$ cat config.mk
export PLATFORM = sky130hd
export DESIGN_NAME = config_cmd_encoder
export DESIGN_NICKNAME = d
export VERILOG_FILES = /design/src/rtl/config_cmd_encoder.sv
export SDC_FILE = /design/constraint.sdc
export NUM_CORES = 1
export LEC_CHECK = 0
export ABC_AREA = 1
export CELL_PAD_IN_SITES_DETAIL_PLACEMENT = 2
export CELL_PAD_IN_SITES_GLOBAL_PLACEMENT = 2
export CORE_ASPECT_RATIO = 1.4
export CORE_MARGIN = 2
export CORE_UTILIZATION = 32
export DETAILED_ROUTE_END_ITERATION = 10
export PLACE_DENSITY_LB_ADDON = 0.1
export REMOVE_ABC_BUFFERS = 1
export SYNTH_ARGS = -nofsm -noshare
export SYNTH_HDL_FRONTEND = slang
export SYNTH_SLANG_ARGS = --single-unit
$ cat constraint.sdc
create_clock -name clk -period 2.4 [get_ports clk]
set_clock_uncertainty 0.05 [all_clocks]
set_input_delay 0.72 -clock clk [delete_from_list [all_inputs] [get_ports clk]]
set_output_delay 0.72 -clock clk [all_outputs]
set_load 0.02 [all_outputs]
$ cat src/rtl/config_cmd_encoder.sv
// Purpose: turns one config command into a framed opcode+payload byte stream for an SPI master TX port.
// Latency: accept to cmd_done = 1 + SETUP + N*(1+stall) + (N-1)*GAP + HOLD cycles; all outputs registered.
// Backpressure: each byte is held on spi_tx_data/spi_tx_valid until spi_tx_ready; new commands are refused while busy.
module config_cmd_encoder #(
  parameter int SETUP_CYCLES = 4,
  parameter int GAP_CYCLES   = 2,
  parameter int HOLD_CYCLES  = 4
) (
  input  logic        clk,
  input  logic        rst,
  input  logic        cmd_valid,
  output logic        cmd_ready,
  input  logic [2:0]  cmd_op,
  input  logic [15:0] cmd_data,
  output logic [7:0]  spi_tx_data,
  output logic        spi_tx_valid,
  input  logic        spi_tx_ready,
  output logic        o_CONFIG,
  output logic        busy,
  output logic        cmd_done,
  output logic        err_bad_op
);

  // Counters preload with (cycles - 1) and leave their state on reaching zero.
  localparam logic [7:0] SETUP_LD = 8'(SETUP_CYCLES - 1);
  localparam logic [7:0] GAP_LD   = 8'(GAP_CYCLES - 1);
  localparam logic [7:0] HOLD_LD  = 8'(HOLD_CYCLES - 1);

  typedef enum logic [2:0] {
    S_IDLE  = 3'd0,
    S_SETUP = 3'd1,
    S_SEND  = 3'd2,
    S_GAP   = 3'd3,
    S_HOLD  = 3'd4
  } state_t;

  state_t      state_q, state_d;
  logic [7:0]  cnt_q, cnt_d;
  logic [1:0]  idx_q, idx_d;
  logic [1:0]  last_q, last_d;
  logic [7:0]  b0_q, b0_d;
  logic [7:0]  b1_q, b1_d;
  logic [7:0]  b2_q, b2_d;

  logic        cmd_ready_q, cmd_ready_d;
  logic        busy_q, busy_d;
  logic        config_q, config_d;
  logic        valid_q, valid_d;
  logic [7:0]  data_q, data_d;
  logic        done_q, done_d;
  logic        bad_q, bad_d;

  // Byte lane selected by the frame index; index 3 never occurs in a legal frame.
  function automatic logic [7:0] pick_byte(input logic [1:0] i, input logic [7:0] a,
                                           input logic [7:0] b, input logic [7:0] c);
    logic [7:0] r;
    case (i)
      2'd0:    r = a;
      2'd1:    r = b;
      2'd2:    r = c;
      default: r = 8'h00;
    endcase
    return r;
  endfunction

  // Next-state, frame latching and the next value of every registered output.
  always_comb begin
    state_d = state_q;
    cnt_d   = cnt_q;
    idx_d   = idx_q;
    last_d  = last_q;
    b0_d    = b0_q;
    b1_d    = b1_q;
    b2_d    = b2_q;
    done_d  = 1'b0;
    bad_d   = 1'b0;

    case (state_q)
      S_IDLE: begin
        if (cmd_valid && cmd_ready_q) begin
          if (cmd_op <= 3'd5) begin
            // Opcode bytes F8..FD follow the op number directly.
            b0_d    = 8'hF8 + {5'd0, cmd_op};
            b1_d    = 8'h00;
            b2_d    = 8'h00;
            last_d  = 2'd0;
            case (cmd_op)
              3'd0, 3'd1: begin
                b1_d   = cmd_data[15:8];
                b2_d   = cmd_data[7:0];
                last_d = 2'd2;
              end
              3'd2: begin
                b1_d   = {6'b0, cmd_data[1:0]};
                last_d = 2'd1;
              end
              3'd3: begin
                b1_d   = cmd_data[7:0];
                last_d = 2'd1;
              end
              default: last_d = 2'd0;
            endcase
            idx_d   = 2'd0;
            cnt_d   = SETUP_LD;
            state_d = S_SETUP;
          end else begin
            bad_d = 1'b1;
          end
        end
      end

      S_SETUP: begin
        if (cnt_q == 8'd0) state_d = S_SEND;
        else               cnt_d   = cnt_q - 8'd1;
      end

      S_SEND: begin
        if (spi_tx_ready) begin
          if (idx_q == last_q) begin
            state_d = S_HOLD;
            cnt_d   = HOLD_LD;
          end else begin
            state_d = S_GAP;
            cnt_d   = GAP_LD;
          end
        end
      end

      S_GAP: begin
        if (cnt_q == 8'd0) begin
          state_d = S_SEND;
          idx_d   = idx_q + 2'd1;
        end else begin
          cnt_d = cnt_q - 8'd1;
        end
      end

      S_HOLD: begin
        if (cnt_q == 8'd0) begin
          state_d = S_IDLE;
          done_d  = 1'b1;
        end else begin
          cnt_d = cnt_q - 8'd1;
        end
      end

      default: state_d = S_IDLE;
    endcase

    // Outputs follow the state being entered so they change on the same edge as the FSM.
    cmd_ready_d = (state_d == S_IDLE);
    busy_d      = (state_d != S_IDLE);
    config_d    = (state_d != S_IDLE);
    valid_d     = (state_d == S_SEND);
    data_d      = valid_d ? pick_byte(idx_d, b0_d, b1_d, b2_d) : 8'h00;
  end

  // State, counters and registered outputs; reset aborts any frame in flight.
  always_ff @(posedge clk or posedge rst) begin
    if (rst) begin
      state_q     <= S_IDLE;
      cnt_q       <= 8'd0;
      idx_q       <= 2'd0;
      last_q      <= 2'd0;
      b0_q        <= 8'h00;
      b1_q        <= 8'h00;
      b2_q        <= 8'h00;
      cmd_ready_q <= 1'b1;
      busy_q      <= 1'b0;
      config_q    <= 1'b0;
      valid_q     <= 1'b0;
      data_q      <= 8'h00;
      done_q      <= 1'b0;
      bad_q       <= 1'b0;
    end else begin
      state_q     <= state_d;
      cnt_q       <= cnt_d;
      idx_q       <= idx_d;
      last_q      <= last_d;
      b0_q        <= b0_d;
      b1_q        <= b1_d;
      b2_q        <= b2_d;
      cmd_ready_q <= cmd_ready_d;
      busy_q      <= busy_d;
      config_q    <= config_d;
      valid_q     <= valid_d;
      data_q      <= data_d;
      done_q      <= done_d;
      bad_q       <= bad_d;
    end
  end

  assign cmd_ready    = cmd_ready_q;
  assign busy         = busy_q;
  assign o_CONFIG     = config_q;
  assign spi_tx_valid = valid_q;
  assign spi_tx_data  = data_q;
  assign cmd_done     = done_q;
  assign err_bad_op   = bad_q;

endmodule

==> flow_metrics.py, run 1 <==
metrics = {
    "sta": {
        "min_period_over_period_pct": 91.63,
        "rsz0062_at_grt": "false",
        "fmax_ghz": 0.4547,
        "maxSlewViolCount": 0,
        "final_hold_viol_count": 0,
        "tightestPinTransition_ns": 0.3989,
        "finalCriticalPeriod_ns": 2.199,
        "relSlewSlack_pct": 73.32,
        "setup_viol": 0,
    },
    "clocking": {
        "cts_tree": "yes",
        "cts_setup_buffers": 0,
        "cts_hold_buffers": 0,
        "clk_latency_ns": 0.30,
        "ctsRootBufferMaster": "clkbuf_16",
        "h-tree-depth": 2,
        "clk_path_buf_depth": 2,
        "cts_inserted_buffers": 5,
        "clk_pin_slew_ns": 0.07,
        "post_cts_resized": 0,
        "cts_sinks": 52,
    },
    "setup_path": {
        "cpLargestDelayFamily": "buffers and inverters",
        "worst-path-buf-inv": 1,
        "cp_max_fo": 2,
        "crit_path_start_kind": "register",
        "path_cells": "clkdlybuf4s50_1",
        "critPathMaxStageDelay_ns": 0.60,
        "arrival_ns": 1.43,
        "cpMaxStageDelayCell": "clkdlybuf4s50_1",
        "worstSetupPathType": "reg2out",
        "required_ns": 1.63,
        "worst_setup_path_end_kind": "output port",
    },
    "global_route": {
        "grt_max_degree": 53,
        "grt_pass1_wl_mm": 13.16,
        "grt_usage_pct": 19.21,
        "grt_pass1_vias": 2649,
        "overflow": 0,
        "antenna_found_initial": 0,
    },
    "die": {
        "die_width_um": 80.57,
        "core_um2": 8051,
        "num_rows": 39,
        "die-area_um2": 8958,
        "initial_utilization_pct": 32.62,
        "ios": 37,
        "die_h_um": 111.2,
    },
    "job": {
        "maxCapViolations": 0,
    },
    "placement": {
        "post_dp_cell_area_um2": 3317,
        "io_buffers": 36,
        "place_inst": 468,
        "gp_congestion": 0.7735,
        "dp_hpwl_mm": 5.915,
    },
    "synthesis": {
        "synth_cells": 310,
        "syn-cell-area_um2": 2626,
        "synth.avg_cell_area_um2": 8.472,
        "ys_warn_count": 0,
        "synth_area_leaders": "dfrtp_1, nand2_1, nand3_1",
        "synth_top_cell_by_area": "dfrtp_1",
        "ys_seq_elements": 52,
        "synth_cell_type_count": 33,
        "ys_seq_area_share_pct": 49.60,
        "synth_top_area_share_pct": 48.59,
    },
    "cells_and_area": {
        "final_area_um2": 3465,
        "final_nets": 398,
        "multi_input_area_um2": 1146,
        "layout_commonest_cell": "nand2_1",
        "layout-drive-gt1-share_pct": 17.91,
        "regArea_um2": 1303,
        "area_delta_synth_final_pct": 31.92,
        "fin_cells": 476,
        "nFillCells": 912,
        "antenna_cells": 0,
        "final_cell_mix": "nand2_1, nand3_1, dfrtp_1",
    },
    "hold_path": {
        "hold_path.class": "reg2reg",
    },
    "detailed_routing": {
        "drc": 0,
        "drtAntennaViolNets": 0,
        "wl_per_cell_um": 16.34,
        "drt-total-wl_mm": 7.779,
        "drtIter0Drc": 50,
        "via_per_inst": 4.998,
        "num_vias": 2379,
        "dr.pass1.iters": 4,
    },
    "outcome": {
        "status": "completed",
    },
    "power": {
        "p_per_area_nw_per_um2": 1249,
        "ir_drop_mv": 0.4435,
        "p_leak_nw": 1.681,
        "power_mw": 4.327,
    },
}
[path summary, 6_finish.rpt]
path / start / to / slack (ns) / cells past startpoint
worst max-delay path: cmd_ready$_DFF_PP1_ / cmd_ready / 0.20 / 1
worst min-delay path: b0_q[4]$_DFF_PP0_ / b0_q[4]$_DFF_PP0_ / 0.41 / 1
worst max register to register: cnt_q[0]$_DFFE_PP0P_ / spi_tx_data[2]$_DFF_PP0_ / 0.43 / 11
worst min register to register: b0_q[4]$_DFF_PP0_ / b0_q[4]$_DFF_PP0_ / 0.41 / 1
max in group asynchronous: rst / cmd_ready$_DFF_PP1_ / 1.27 / 3
min in group asynchronous: rst / state_q[1]$_DFF_PP0_ / 0.75 / 3
[metal layers]
layer	up-vias	GRT usage, %	part of all wire, %
li1	1132	-	-
met4	0	5.085	1.3
met3	6	3.339	2.6
met1	1210	21.28	39
met2	31	36.50	57
met5	-	0	0
[synth_stat cells (all sizes together)]
| cell type | count |
|---|---|
| o21ai | 12 |
| a31oi | 1 |
| ha | 2 |
| o21bai | 1 |
| o32ai | 1 |
| clkinv | 1 |
| dfrtp | 51 |
| a21oi | 3 |
| o22ai | 1 |
| nor3 | 2 |
| nand4 | 10 |
| o31ai | 4 |
| nor2 | 33 |
| or2 | 5 |
| clkbuf | 1 |
| buf | 5 |
| dfstp | 1 |
| nand2 | 78 |
| nand3 | 56 |
| xor2 | 7 |
| inv | 35 |
[power by group]
part,switching [mW],internal (mW),total (mW)
registers,0.183,1.20,1.39
clock network,0.346,0.391,0.737
logic,1.31,0.887,2.20
total,1.84,2.48,4.33
[sequential cells by signal, summed over array words and instances (netlist names)]
signal and count:
b0_q 8, b1_q 8, b2_q 8, cmd_done 1
cmd_ready 1, cnt_q 8, err_bad_op 1, idx_q 2
last_q 2, o_CONFIG 1, spi_tx_data 8, spi_tx_valid 1
state_q 3
[stage by stage]
step	setup TNS (ns)	setup WS, ns	hold slack (ns)	utilization [%]
6_report	0	0.2008	0.4098	43.03
5_1_grt	0	0.07401	0.4391	43.03
4_1_cts	0	0.1877	0.4140	43.03
3_5_place_dp	-0.6354	-0.09117	0.3959	41.20
3_3_place_gp	-0.2159	-0.04922	0.3866	41.20
2_1_floorplan	0	0.3698	0.3762	-
[cell type report]
cell class	count	area share [%]
Tap cell	102	3.684
Multi-Input combinational cell	216	33.08
Inverter	36	3.900
Clock inverter	3	0.6501
Timing Repair Buffer	62	17.48
Clock buffer	5	3.611
Sequential cell	52	37.59
[kinds of logic (layout without fill, tap and decap cells)]
kind of cell             Yosys count  in the layout  share of synthesized area, %
XOR/XNOR                           7              7                         2.334
buffers and inverters             42            106                         6.764
flip-flops                        52             52                         49.60
adder cells (fa/ha/maj)            2              2                        0.9527
AO/OA/AOI/OAI                     23             23                         6.051
AND/OR/NAND/NOR                  184            184                         34.30
Power figures use the tool's default switching activity.
==> inputs of run 2 (changes only) <==
- PLACE_DENSITY: default -> 0.77
- PLACE_DENSITY_LB_ADDON: 0.1 -> default
==> flow_metrics.py, run 2 (synthesis gave the netlist of run 1 again) <==
metrics = {
    "outcome": {
        "status": "completed",
    },
    "clocking": {
        "h-tree-depth": 2,
        "cts_hold_buffers": 0,
        "clk_path_buf_depth": 2,
        "clk_pin_slew_ns": 0.07,
        "cts_sinks": 52,
        "ctsRootBufferMaster": "clkbuf_16",
        "cts_inserted_buffers": 5,
        "cts_setup_buffers": 0,
        "cts_tree": "yes",
        "clk_latency_ns": 0.30,
    },
    "power": {
        "p_per_area_nw_per_um2": 1282,
        "p_leak_nw": 1.706,
        "ir_drop_mv": 0.4368,
        "power_mw": 4.508,
    },
    "global_route": {
        "grt_max_degree": 53,
        "grt_usage_pct": 21.61,
        "grt_pass1_wl_mm": 14.69,
        "overflow": 0,
        "antenna_found_initial": 0,
        "grt_pass1_vias": 2796,
    },
    "placement": {
        "place_ws_ns": -0.1448,
        "io_buffers": 36,
        "place_inst": 469,
        "gp_congestion": 0.7656,
        "dp_hpwl_mm": 6.371,
    },
    "cells_and_area": {
        "fin_cells": 476,
        "final_nets": 399,
        "final_cell_mix": "nand2_1, nand3_1, dfrtp_1",
        "area_delta_synth_final_pct": 33.92,
        "antenna_cells": 0,
        "layout-drive-gt1-share_pct": 18.18,
        "layout_commonest_cell": "nand2_1",
    },
    "die": {
        "core_um2": 8051,
        "die_h_um": 111.2,
        "die-area_um2": 8958,
        "num_rows": 39,
        "die_width_um": 80.57,
        "initial_utilization_pct": 32.62,
        "ios": 37,
    },
    "sta": {
        "relSlewSlack_pct": 70.15,
        "finalCriticalPeriod_ns": 2.262,
        "rsz0062_at_grt": "false",
        "maxSlewViolCount": 0,
        "finalSetupTns_ns": 0,
        "layout_setup_ws_ns": 0.1379,
        "setup_viol": 0,
        "fmax_ghz": 0.4421,
        "tightestPinTransition_ns": 0.4464,
        "min_period_over_period_pct": 94.25,
        "final_hold_viol_count": 0,
    },
    "job": {
        "maxCapViolations": 0,
    },
    "detailed_routing": {
        "dr.pass1.iters": 4,
        "drtIter0Drc": 51,
        "drt-total-wl_mm": 8.900,
        "via_per_inst": 5.065,
        "drc": 0,
        "drtAntennaViolNets": 0,
        "wl_per_cell_um": 18.70,
        "num_vias": 2411,
    },
    "hold_path": {
        "hold_path.class": "reg2reg",
    },
    "setup_path": {
        "worstSetupPathType": "in2reg",
        "crit_path_start_kind": "input pin",
        "arrival_ns": 2.45,
        "required_ns": 2.59,
        "cp_max_fo": 8,
        "worst_setup_path_end_kind": "register",
    },
}
==> run 2: critical path: stages <==
cell             delay [ns]
clkdlybuf4s50_1        0.46
nand2_2                0.09
clkinv_1               0.11
o21ai_2                0.20
nand2_2                0.11
nand2_4                0.09
nand2_4                0.08
nor2_4                 0.27
nand2_1                0.12
nand3_1                0.09
nand2_1                0.06
inv_1                  0.05
==> run 2: through the flow <==
stage	cell area (um2)	hold WS (ns)	util, %
global route	3517	0.4281	43.68
detailed placement	3362	0.3964	41.76
finish	3517	0.4130	43.68
floorplan	2584	0.3762	-
global placement	3362	0.3866	41.76
CTS	3515	0.4144	43.65
==> run 2: repair_timing <==
item | 4_1_cts | 5_1_grt
hold endpoints to repair | 0 | 0
endpoints found under the setup margin | 0 | 1
gates resized for setup | 0 | 1
==> run 2: power by group <==
part	switching [mW]	leakage, nW	internal (mW)	total, mW
clock network	0.329	0.0760	0.439	0.768
registers	0.202	0.661	1.21	1.41
logic	1.41	0.969	0.919	2.33
==> run 2: cell type report <==
type                            count  area [um2]
Clock buffer                        7       152.6
Fill cell                         924        4534
Inverter                           36       135.1
Multi-Input combinational cell    216        1149
Sequential cell                    52        1303
Tap cell                          102       127.6
Timing Repair Buffer               63       650.6
==> run 2: final timing paths <==
| check | depth (start not counted) | start | to | slack (ns) |
|---|---|---|---|---|
| setup reg to reg | 12 | cnt_q[0]$_DFFE_PP0P_ | spi_tx_data[5]$_DFF_PP0_ | 0.35 |
| min in group asynchronous | 3 | rst | state_q[2]$_DFF_PP0_ | 0.75 |
| setup / recovery | 12 | cmd_op[2] | spi_tx_data[5]$_DFF_PP0_ | 0.14 |
| hold reg to reg | 1 | b0_q[5]$_DFF_PP0_ | b0_q[5]$_DFF_PP0_ | 0.41 |
| max in group asynchronous | 3 | rst | cmd_ready$_DFF_PP1_ | 1.27 |
| hold / removal | 1 | b0_q[5]$_DFF_PP0_ | b0_q[5]$_DFF_PP0_ | 0.41 |
==> run 2: per-layer routing <==
metal | global-route usage, % | vias up | part of all wire (%)
li1 | - | 1132 | -
met4 | 6.102 | 0 | 1.7
met1 | 23.82 | 1235 | 38
met2 | 41.33 | 32 | 58
met5 | 0 | - | 0
met3 | 3.257 | 12 | 1.9
==> inputs of run 3 (changes only) <==
- CAP_MARGIN: default -> 30
==> results of run 3 <==
Final layout, timing and power as in run 2 (identical DEF).
